$ cat config.mk
export PLATFORM = sky130hd
export DESIGN_NAME = instr_sequencer
export DESIGN_NICKNAME = d
export VERILOG_FILES = /design/src/rtl/risc_pkg.sv /design/src/rtl/instr_sequencer.sv
export SDC_FILE = /design/constraint.sdc
export NUM_CORES = 1
export LEC_CHECK = 0
export BUFFER_PORTS_ARGS = -buffer_cell sky130_fd_sc_hd__clkbuf_2
export CAP_MARGIN = 20
export CORE_AREA = 2 2 39 41
export DETAILED_ROUTE_END_ITERATION = 10
export DIE_AREA = 0 0 41 43
export SYNTH_ARGS = -nofsm -noshare
export SYNTH_HDL_FRONTEND = slang
export SYNTH_SLANG_ARGS = --single-unit
export TNS_END_PERCENT = 100
$ cat constraint.sdc
create_clock -name clk -period 3.5 [get_ports clk]
set_input_delay 0.7 -clock clk [delete_from_list [all_inputs] [get_ports clk]]
set_output_delay 0.7 -clock clk [all_outputs]
set_load 0.03 [all_outputs]
$ cat src/rtl/risc_pkg.sv
// Shared opcode constants and sequencer state encoding for the simple RISC core.
// The ALU and datapath import the same opcode values.
package risc_pkg;

  localparam int unsigned OPC_W = 3;

  localparam logic [2:0] OP_HLT = 3'd0;
  localparam logic [2:0] OP_SKZ = 3'd1;
  localparam logic [2:0] OP_ADD = 3'd2;
  localparam logic [2:0] OP_AND = 3'd3;
  localparam logic [2:0] OP_XOR = 3'd4;
  localparam logic [2:0] OP_LDA = 3'd5;
  localparam logic [2:0] OP_STO = 3'd6;
  localparam logic [2:0] OP_JMP = 3'd7;

  typedef enum logic [3:0] {
    StInstAddr  = 4'd0,
    StInstFetch = 4'd1,
    StInstLoad  = 4'd2,
    StIdle      = 4'd3,
    StOpAddr    = 4'd4,
    StOpFetch   = 4'd5,
    StAluOp     = 4'd6,
    StStore     = 4'd7,
    StHalt      = 4'd8
  } state_e;

  // Opcodes that read an operand from memory and write the accumulator.
  function automatic logic is_aluop(input logic [2:0] op);
    return (op == OP_ADD) || (op == OP_AND) || (op == OP_XOR) || (op == OP_LDA);
  endfunction

endpackage

$ cat src/rtl/instr_sequencer.sv
// Multi-cycle control FSM: instruction fetch, operand fetch, ALU op and store,
// eight cycles per instruction with stalls on mem_ready.
module instr_sequencer #(
  parameter int unsigned OPC_W = 3
) (
  input  logic             clk,
  input  logic             rst,
  input  logic [OPC_W-1:0] ir_opcode,
  input  logic             ac_zero,
  input  logic             mem_ready,
  input  logic             go,
  output logic             sel,
  output logic             mem_rd,
  output logic             mem_wr,
  output logic             ld_ir,
  output logic             ld_ac,
  output logic             data_e,
  output logic             ld_pc,
  output logic             inc_pc,
  output logic             halt
);
  import risc_pkg::*;

  state_e     state_q, state_d;
  logic [2:0] opc;
  logic       aluop;

  assign opc   = 3'(ir_opcode);
  assign aluop = is_aluop(opc);

  always_ff @(posedge clk) begin
    if (rst) begin
      state_q <= StInstAddr;
    end else begin
      state_q <= state_d;
    end
  end

  always_comb begin
    state_d = state_q;
    sel     = 1'b0;
    mem_rd  = 1'b0;
    mem_wr  = 1'b0;
    ld_ir   = 1'b0;
    ld_ac   = 1'b0;
    data_e  = 1'b0;
    ld_pc   = 1'b0;
    inc_pc  = 1'b0;
    halt    = 1'b0;

    unique case (state_q)
      StInstAddr: begin
        sel     = 1'b1;
        state_d = StInstFetch;
      end
      StInstFetch: begin
        sel    = 1'b1;
        mem_rd = 1'b1;
        if (mem_ready) state_d = StInstLoad;
      end
      StInstLoad: begin
        sel     = 1'b1;
        mem_rd  = 1'b1;
        ld_ir   = 1'b1;
        state_d = StIdle;
      end
      StIdle: begin
        sel     = 1'b1;
        mem_rd  = 1'b1;
        state_d = StOpAddr;
      end
      StOpAddr: begin
        inc_pc  = 1'b1;
        state_d = (opc == OP_HLT) ? StHalt : StOpFetch;
      end
      StOpFetch: begin
        mem_rd = aluop;
        // Only operand-reading opcodes wait on memory.
        if (!aluop || mem_ready) state_d = StAluOp;
      end
      StAluOp: begin
        mem_rd  = aluop;
        inc_pc  = (opc == OP_SKZ) && ac_zero;
        ld_pc   = (opc == OP_JMP);
        data_e  = (opc == OP_STO);
        state_d = StStore;
      end
      StStore: begin
        mem_rd  = aluop;
        ld_ac   = aluop;
        mem_wr  = (opc == OP_STO);
        data_e  = (opc == OP_STO);
        ld_pc   = (opc == OP_JMP);
        state_d = StInstAddr;
      end
      StHalt: begin
        halt = 1'b1;
        sel  = 1'b1;
        if (go) state_d = StInstAddr;
      end
      default: begin
        state_d = StInstAddr;
      end
    endcase
  end

endmodule

# Yosys cells after proc, flatten, opt, wreduce, memory -nomap -nowiden
# Cells that the tools add are included.
[classes] eq_ne=18 mux=14 reduce_logical=13
[op_table] cell="$pmux W4 S8" count=1
[op_table] cell="$eq A4 B3 Y1 const B" count=4
[op_table] cell="$mux W4" count=4
[op_table] cell="$eq A3 B3 Y1 const B" count=4
[op_table] cell="$eq A4 B2 Y1 const B" count=2
[op_table] cell="$mux W1" count=7
[op_table] cell="$eq A3 B2 Y1 const B" count=2
[op_table] cell="$ne A2 B2 Y1 const B" count=3
[op_table] cell="$reduce_or A3 Y1" count=2
[op_table] cell="$reduce_or A5 Y1" count=1
[op_table] cell="$eq A4 B1 Y1 const B" count=1
[op_table] cell="$eq A4 B4 Y1 const B" count=1
[op_table] cell="$logic_not A4 Y1" count=1
[op_table] cell="$logic_or A1 B1 Y1" count=4
[op_table] cell="$pmux W1 S2" count=2
[op_table] cell="$eq A3 B1 Y1 const B" count=1
[op_table] cell="$logic_not A3 Y1" count=1
[op_table] cell="$reduce_and A3 Y1" count=1
[op_table] cell="$reduce_or A2 Y1" count=1
[op_table] cell="$logic_and A1 B1 Y1" count=1
[op_table] cell="$logic_not A1 Y1" count=1
[totals] regBits=4 input_bits=8 output_inout_bits=9

# Longest topological paths before layout
# Gate-level depths: netlist of the first run.
[logic_depth] ltp_word=8 depth_mapped=4

# Worst setup path before layout of the first run
# Ideal clock, no wire load.
[synth_timing] path_kind="input to output" start="in ir_opcode[1]" end="out inc_pc" t_arrival_ns=2.446 slack_ns=0.354 stages=3 n_path_buf=0 cell_sequence="nor2_1 > nand3_1 > a2111oi_0"
[synth_via] elab_chain_len=3
[synth_lines] element="start: declaration" line="instr_sequencer.sv:8" text="input logic [OPC_W-1:0] ir_opcode,"
[synth_lines] element="$eq A3 B1 Y1" line="instr_sequencer.sv:83" text="inc_pc = (opc == OP_SKZ) && ac_zero;"
[synth_lines] element="$logic_and A1 B1 Y1" line="instr_sequencer.sv:83"
[synth_lines] element="$pmux W1 S2" line="instr_sequencer.sv:51" text="unique case (state_q)"
[synth_lines] element="end: declaration" line="instr_sequencer.sv:19" text="output logic inc_pc,"
# Every way passes these cells.

# Final worst setup path of the first run
# Ends and elaborated chain as after synthesis.

==> results of run 1 <==
## cell families (layout without fill, tap and decap cells)
kind of cell,after synthesis,count (layout),share of synthesized area (%)
simple gates,22,22,43.5
compound gates,9,9,20.8
flops,4,4,25.1
buf+inv,4,20,4.70
xor+xnor,1,1,2.75
mux,1,1,3.14
## synth_stat cells (all sizes together)
| cell type | count | area share, % |
|---|---|---|
| mux2i | 1 | 3.1 |
| dfxtp | 4 | 25 |
| or2 | 1 | 2.0 |
| inv | 1 | 1.2 |
| nand3 | 2 | 3.1 |
| o21ai | 1 | 1.6 |
| a22o | 1 | 2.7 |
| xnor2 | 1 | 2.7 |
| or4b | 1 | 3.1 |
| nand2b | 1 | 2.0 |
| a2111oi | 1 | 2.7 |
| nand2 | 1 | 1.2 |
| and2 | 1 | 2.0 |
| nor4b | 2 | 5.5 |
| o41ai | 1 | 2.7 |
| or4 | 1 | 3.5 |
| clkbuf | 3 | 3.5 |
| nor3 | 1 | 1.6 |
| o21ba | 1 | 3.1 |
| and3 | 1 | 2.0 |
| and4b | 1 | 3.1 |
| nor4 | 1 | 2.0 |
| and3b | 1 | 2.7 |
| a21oi | 2 | 3.1 |
| nor2 | 6 | 7.1 |
| a211oi | 2 | 4.7 |
| and4 | 1 | 2.7 |
## where the power goes
part           leakage, nW  internal, mW  switching [mW]
Clock               0.0138        0.0385          0.0213
Sequential          0.0328        0.0488         0.00740
Combinational        0.140        0.0148          0.0202
Total                0.186         0.102          0.0489
## area by class of cell
type                            count  area [um^2]  area share (%)
Sequential cell                     4         80.1            18.6
Inverter                            1         3.75           0.872
Clock buffer                        3         22.5            5.23
Multi-Input combinational cell     33          224            52.0
Timing Repair Buffer               16         80.1            18.6
Tap cell                           16         20.0            4.65
## worst min-delay path by stage
stage / from / depth (start not counted) / endpoint
floorplan: state_q[0]$_SDFFE_PP0P_ / 2 / state_q[1]$_SDFFE_PP0P_
global placement: state_q[0]$_SDFFE_PP0P_ / 2 / state_q[1]$_SDFFE_PP0P_
detailed placement: state_q[1]$_SDFFE_PP0P_ / 2 / state_q[2]$_SDFFE_PP0P_
CTS: state_q[1]$_SDFFE_PP0P_ / 2 / state_q[2]$_SDFFE_PP0P_
global route: state_q[2]$_SDFFE_PP0P_ / 2 / state_q[2]$_SDFFE_PP0P_
finish: state_q[1]$_SDFFE_PP0P_ / 2 / state_q[2]$_SDFFE_PP0P_
## routing by layer
metal  share of wire [%]  wire length [um]  up-vias  global-route usage [%]
met3                 5.6                48        2                    1.57
met5                   0                 0        -                       0
met4                0.82                 7        0                    10.0
met2                  47               397       11                    15.0
met1                  47               399      162                    13.7
li1                    -                 -      192                       -
## worst min-delay path, stage by stage (launching register included)
cell and delay, ns:
dfxtp_1 0.37, o21ai_0 0.18, nor4_1 0.04
## stage by stage
stage	setup slack (ns)	hold WS [ns]	power [mW]
final	1.04	0.640	0.151
after floorplan	0.354	0.469	0.0790
after global routing	0.970	0.709	0.162
after CTS	1.04	0.653	0.154
after global placement	1.05	0.646	0.0916
after detailed placement	1.06	0.653	0.0925
==> results.txt, run 1 <==
- Inserted Diodes: 0
* Maximum number of pins on one net before global-route repair: 13
- Library cell contributing the largest single delay on the critical path: a2111oi_0
* Placed Instances: 70
- Residual DRC count: 0
- Dominant cell type by count on the critical path: clkbuf_2
- The post-route netlist has 38.6% of its cells at a drive strength greater than 1.
- Critical Path End: inc_pc
- The detailed router placed between 300 and 400 vias in this run.
* Setup Skew: roughly 0.0025 ns
- Adding up every negative setup slack in the final design gives 0 ns.
* PortBufs: 16
* Worst setup path startpoint: ir_opcode[1]
- state_q holds more flip-flops than any other register.
- Height of the die: ~43 um
- Total setup violations reported at the end of the flow: 0
- Kind of path behind the tightest hold check: flop to flop
- Compared with the post-synthesis result, the final layout area differs by 34.9%.
- The analysis attributes to cell leakage a power of between 0.15 and 0.2 nW.
- Counting flops and latches in the post-synthesis netlist gives 4.
* Maximum number of buffers from clock root to sink: 2
* Final worst path period share: between 70 and 80%
- Dividing the detail-routed via count by the number of cells gives around 5.
- After clock tree synthesis, the clock-pin slew on the worst setup and hold paths is about 0.040 ns.
- The finished layout holds 73 standard cells, fillers aside.
- Critical path buffer and inverter count: 2
- Leaving out fill and tap cells, the most frequent cell in the layout is clkbuf_2.
- The signal on the critical path passes through clkbuf_2, nor2_1, nand3_1, a2111oi_0, clkbuf_2.
* Final hold viol count: 0
- RSZ-0062 raised after global routing: false
* Number of nets in the finished design: 67
- Highest clock frequency the design can meet: 0.407 GHz
- Post-CTS setup buffer count: 0
- Wires add up to 853 um.
* Cts repair resizes: 0
* Slew at the pin closest to its max-slew limit: about 0.42 ns
* Delay of the slowest cell on the worst path: approximately 0.46 ns
- The flow ran to the end, and the final reports show no timing, DRC or antenna violations.
* Signal arrival time at the worst endpoint: ~1.8 ns
* Largest register FFs: 4
- Worst reg2reg startpoint: state_q[1]$_SDFFE_PP0P_
- Max-cap violations in this run came to 0.
- Post-DP Area: 408 um^2
- In this run the horizontal extent of the chip is approximately 41 um.
- The die covers roughly 1800 um^2.
- At the end of the flow the core is filled with cells to roughly 31%.
* Startpoint type of the worst setup path: input pin
- Commonest cells after routing, fill and taps aside: 16 x clkbuf_2, 6 x nor2_1, 4 x dfxtp_1
- For this run, the total global-route usage over all layers was measured as between 10% and 20%.
- Router iterations before antenna repair: 2
- Worst slew margin relative to its limit: around 71%
* Avg Inst Size Synth: between 7 and 8 um^2
- Cell Rows: 14
- The cell sitting at the root of the clock tree is a clkbuf_4.
- Synthesis produced a netlist whose cell count is between 40 and 50.
* Detailed-route wire length per cell: approximately 12 um
- Global-route congestion overflow total: 0
* Area of the placeable core: ~1400 um^2
- For this configuration, the core starts out at a cell density of between 20 and 25%.
- In this run the worst path has a maximum fanout of 6.
- Largest registers: state_q x4
- Kind of critical path: input pin to primary output
- Synth unique cells: 27
- Sequential share of the synthesized area: 25.1%
- Number of buffers inserted by hold repair at cts: 0
- Boundary pin count: 17
* Number of antenna violations at the first check in global routing: 0
* Number of cell instances on the worst register-to-register path: 3
- The congestion estimate from routability-driven global placement came to 0.725.
- Top Family by Delay on Critical Path: compound AO/OA/AOI/OAI gates
* Global-route wire length before repair: roughly 1300 um
* Number of stages on the worst setup path: 5
* Post-route minimum period: between 2 and 2.5 ns
* Worst endpoint required time: 2.80 ns
- The number of nets in the synthesized netlist is ~50.
- PD cells: ~350 nW/um^2
* TritonCTS clock tree: done
- Internal reg-to-reg setup slack: around 2.1 ns
- Max H-tree Level: 1
* Element type at the critical path end: primary output
- In this run the remaining antenna-violating nets after routing total 0.
* Max Transition Viols Final: 0
- Inserted Clock Buffers: 3
* Number of DRC violations after detailed-routing iteration 0: 6
- Synthesized cell area: 319 um^2
* Finished Cell Area: 430 um^2
* Number of global-route vias before repair: around 310
- Syn. warnings: 0
* Worst reg2reg path endpoint: state_q[0]$_SDFFE_PP0P_
- Clock tree synthesis found a total of 4 sinks.
* Latest clock arrival within the worst-skew pair: around 0.24 ns
* Fillers: approximately 160
* Worst vdd rail ir drop: ~0.094 mV
No activity file was read; power rests on OpenSTA's default activity.
==> inputs of run 2 (changes only) <==
==> constraint.sdc (replaced) <==
create_clock -name clk -period 2.2 [get_ports clk]
set_input_delay 0.44 -clock clk [delete_from_list [all_inputs] [get_ports clk]]
set_output_delay 0.44 -clock clk [all_outputs]
set_load 0.03 [all_outputs]
==> results.txt, run 2 (synthesis gave the netlist of run 1 again) <==
- Final hold viol count: 0
- The worst setup path is launched from a flop.
- Sum of routed wire length over all layers: roughly 840 um
- For this design the top-level I/O count stands at 17.
- Maximum number of buffers from clock root to sink: 2
- Setup Skew: ~0.0033 ns
- Post-CTS setup buffer count: 0
- After detailed routing, the number of remaining DRC violations is 0.
- For this design the ratio of total power to cell area is 537 nW/um^2.
* Sum of internal, switching and leakage power: 0.243 mW
- Area of the multi-input gates: 230 um^2
- Largest registers: state_q x4
* Commonest cells after routing, fill and taps aside: 16 x clkbuf_2, 6 x nor2_1, 4 x dfxtp_1
- Global routing consumed, over all layers together, approximately an eighth of the routing resources.
- Post-placement worst setup slack: 0.339 ns
- The tool flagged a number of max-cap violations equal to 0.
- Total setup violations reported at the end of the flow: 0
- The area growth from synthesis to layout is 41.6%.
- Post-DR vias/cell: approximately 5.3
- Once the floorplan was initialized, standard cells occupied 23.1% of the core.
- Of all nets on the critical path, the largest fanout is 10.
* Area of the placeable core: around 1400 um^2
- Data on the critical path is required at its endpoint by 1.76 ns.
* Element type at the critical path end: primary output
* Cts repair resizes: 0
* PortBufs: 16
- Final worst path period share: 89.5%
- Worst Slack Setup Final: ~0.23 ns
- The number of clock buffers added by TritonCTS is 3.
* Global-route congestion overflow total: 0
- Kind of path behind the tightest hold check: input pin to flop
* Reg clk slew, reported paths: about 0.04 ns
- Leaving out fill and tap cells, the most frequent cell in the layout is clkbuf_2.
- Clock tree synthesis selected as its root buffer the cell clkbuf_4.
- Detailed-route wire length per cell: between 10 and 15 um
- For the pin with the worst max-slew slack, the measured transition is 0.382 ns.
- Height of the die: 43 um
- Delay of the slowest cell on the worst path: between 0.4 and 0.5 ns
- The register with the most flip-flops in the layout has 4 of them.
- The layout has between 150 and 200 filler cells.
- The initial antenna violation count came to 0.
- Once layout is done, the placed cells without fillers occupy 452 um^2.
- Static leakage: roughly 0.20 nW
* Die width: approximately 41 um
- In the final layout, the share of cells above drive strength 1 is between 40% and 50%.
* Max Transition Viols Final: 0
* Worst slew margin relative to its limit: between 70 and 80%
* Global-route wire length before repair: around 1300 um
- The repair_antennas step left the layout with diodes totalling 0.
- The via count of the first global-routing pass was approximately 340.
- The floorplan has 14 rows.
* Die outline area: ~1800 um^2
- The net count of the finished layout is 69.
- The slowest stage of the critical path is the dfxtp_1 cell.
- Count of vias placed by the detailed router: a little under 400
- The worst register-to-register path has a depth of 3.
- The run finished with clean final reports.
- Number of buffers inserted by hold repair at cts: 0
- The clock reaches the later pin of the worst-skew pair after roughly 0.24 ns.
* RSZ-0062 raised after global routing: false
- The detail route stage leaves a number of antenna-violating nets equal to 0.
- Signal arrival time at the worst endpoint: around 1.5 ns
- RD Place Congestion: around 0.74
- Kind of critical path: flop to primary output
- Detailed placer's ending HPWL: between 600 and 700 um
- Router iterations before antenna repair: 4
- VDD sags by at most 0.270 mV.
* Register ranked first by flip-flop count: state_q
- Summing all placed instances gives a cell area of between 400 and 500 um^2.
- Registers take roughly 80 um^2.
* Number of DRC violations after detailed-routing iteration 0: 2
- Entering global routing, the biggest net connects 12 pins.
- In the final timing run, aggregate negative setup slack is 0 ns.
- Clock Sinks: 4
- Highest clock frequency the design can meet: ~0.5 GHz
- Post-route minimum period: 1.97 ns
* TritonCTS clock tree: done
* CP cell instances: and3b_1, and4b_1, and2_1, clkbuf_2
* Max H-tree Level: 1
- The worst hold path passes through 2 cells.
-- run 2: where the power goes --
group	switching [mW]	leakage, nW	internal (mW)
Clock	0.0336	0.0138	0.0613
Combinational	0.0339	0.151	0.0247
Sequential	0.0116	0.0328	0.0777
Total	0.0791	0.197	0.164
-- run 2: path summary, 6_finish.rpt --
| check | start | to | slack, ns |
|---|---|---|---|
| min reg2reg | state_q[3]$_SDFFE_PP0P_ | state_q[2]$_SDFFE_PP0P_ | 0.60 |
| max reg2reg | state_q[1]$_SDFFE_PP0P_ | state_q[0]$_SDFFE_PP0P_ | 0.76 |
| max | state_q[1]$_SDFFE_PP0P_ | mem_wr | 0.23 |
| min | rst | state_q[3]$_SDFFE_PP0P_ | 0.46 |
-- run 2: critical path: cells and delay by family (launching register included) --
kind                   cells  cell delay (ns)
buffers and inverters      1             0.20
DFF                        1             0.49
and+or+nand+nor            3             0.59
-- run 2: final cells by class --
class,instances,area share (%)
Clock buffer,3,4.99
Inverter,1,0.831
Multi-Input combinational cell,33,51.0
Sequential cell,4,17.7
Tap cell,16,4.43
Timing Repair Buffer,18,21.1
-- run 2: per-stage QoR --
step	hold WS (ns)	util, %	std cells
after detailed placement	0.606	31.0	72
after floorplan	0.469	-	41
after global routing	0.462	32.6	75
after CTS	0.457	32.6	75
after global placement	0.604	31.0	72
final	0.463	32.6	75
-- run 2: per-layer routing --
metal  vias up  global-route usage, %  routed length, um
met4         0                   4.00                  0
met5         -                      0                  0
li1        198                      -                  -
met1       183                   14.4                362
met3         0                   7.85                 76
met2        16                   15.6                398
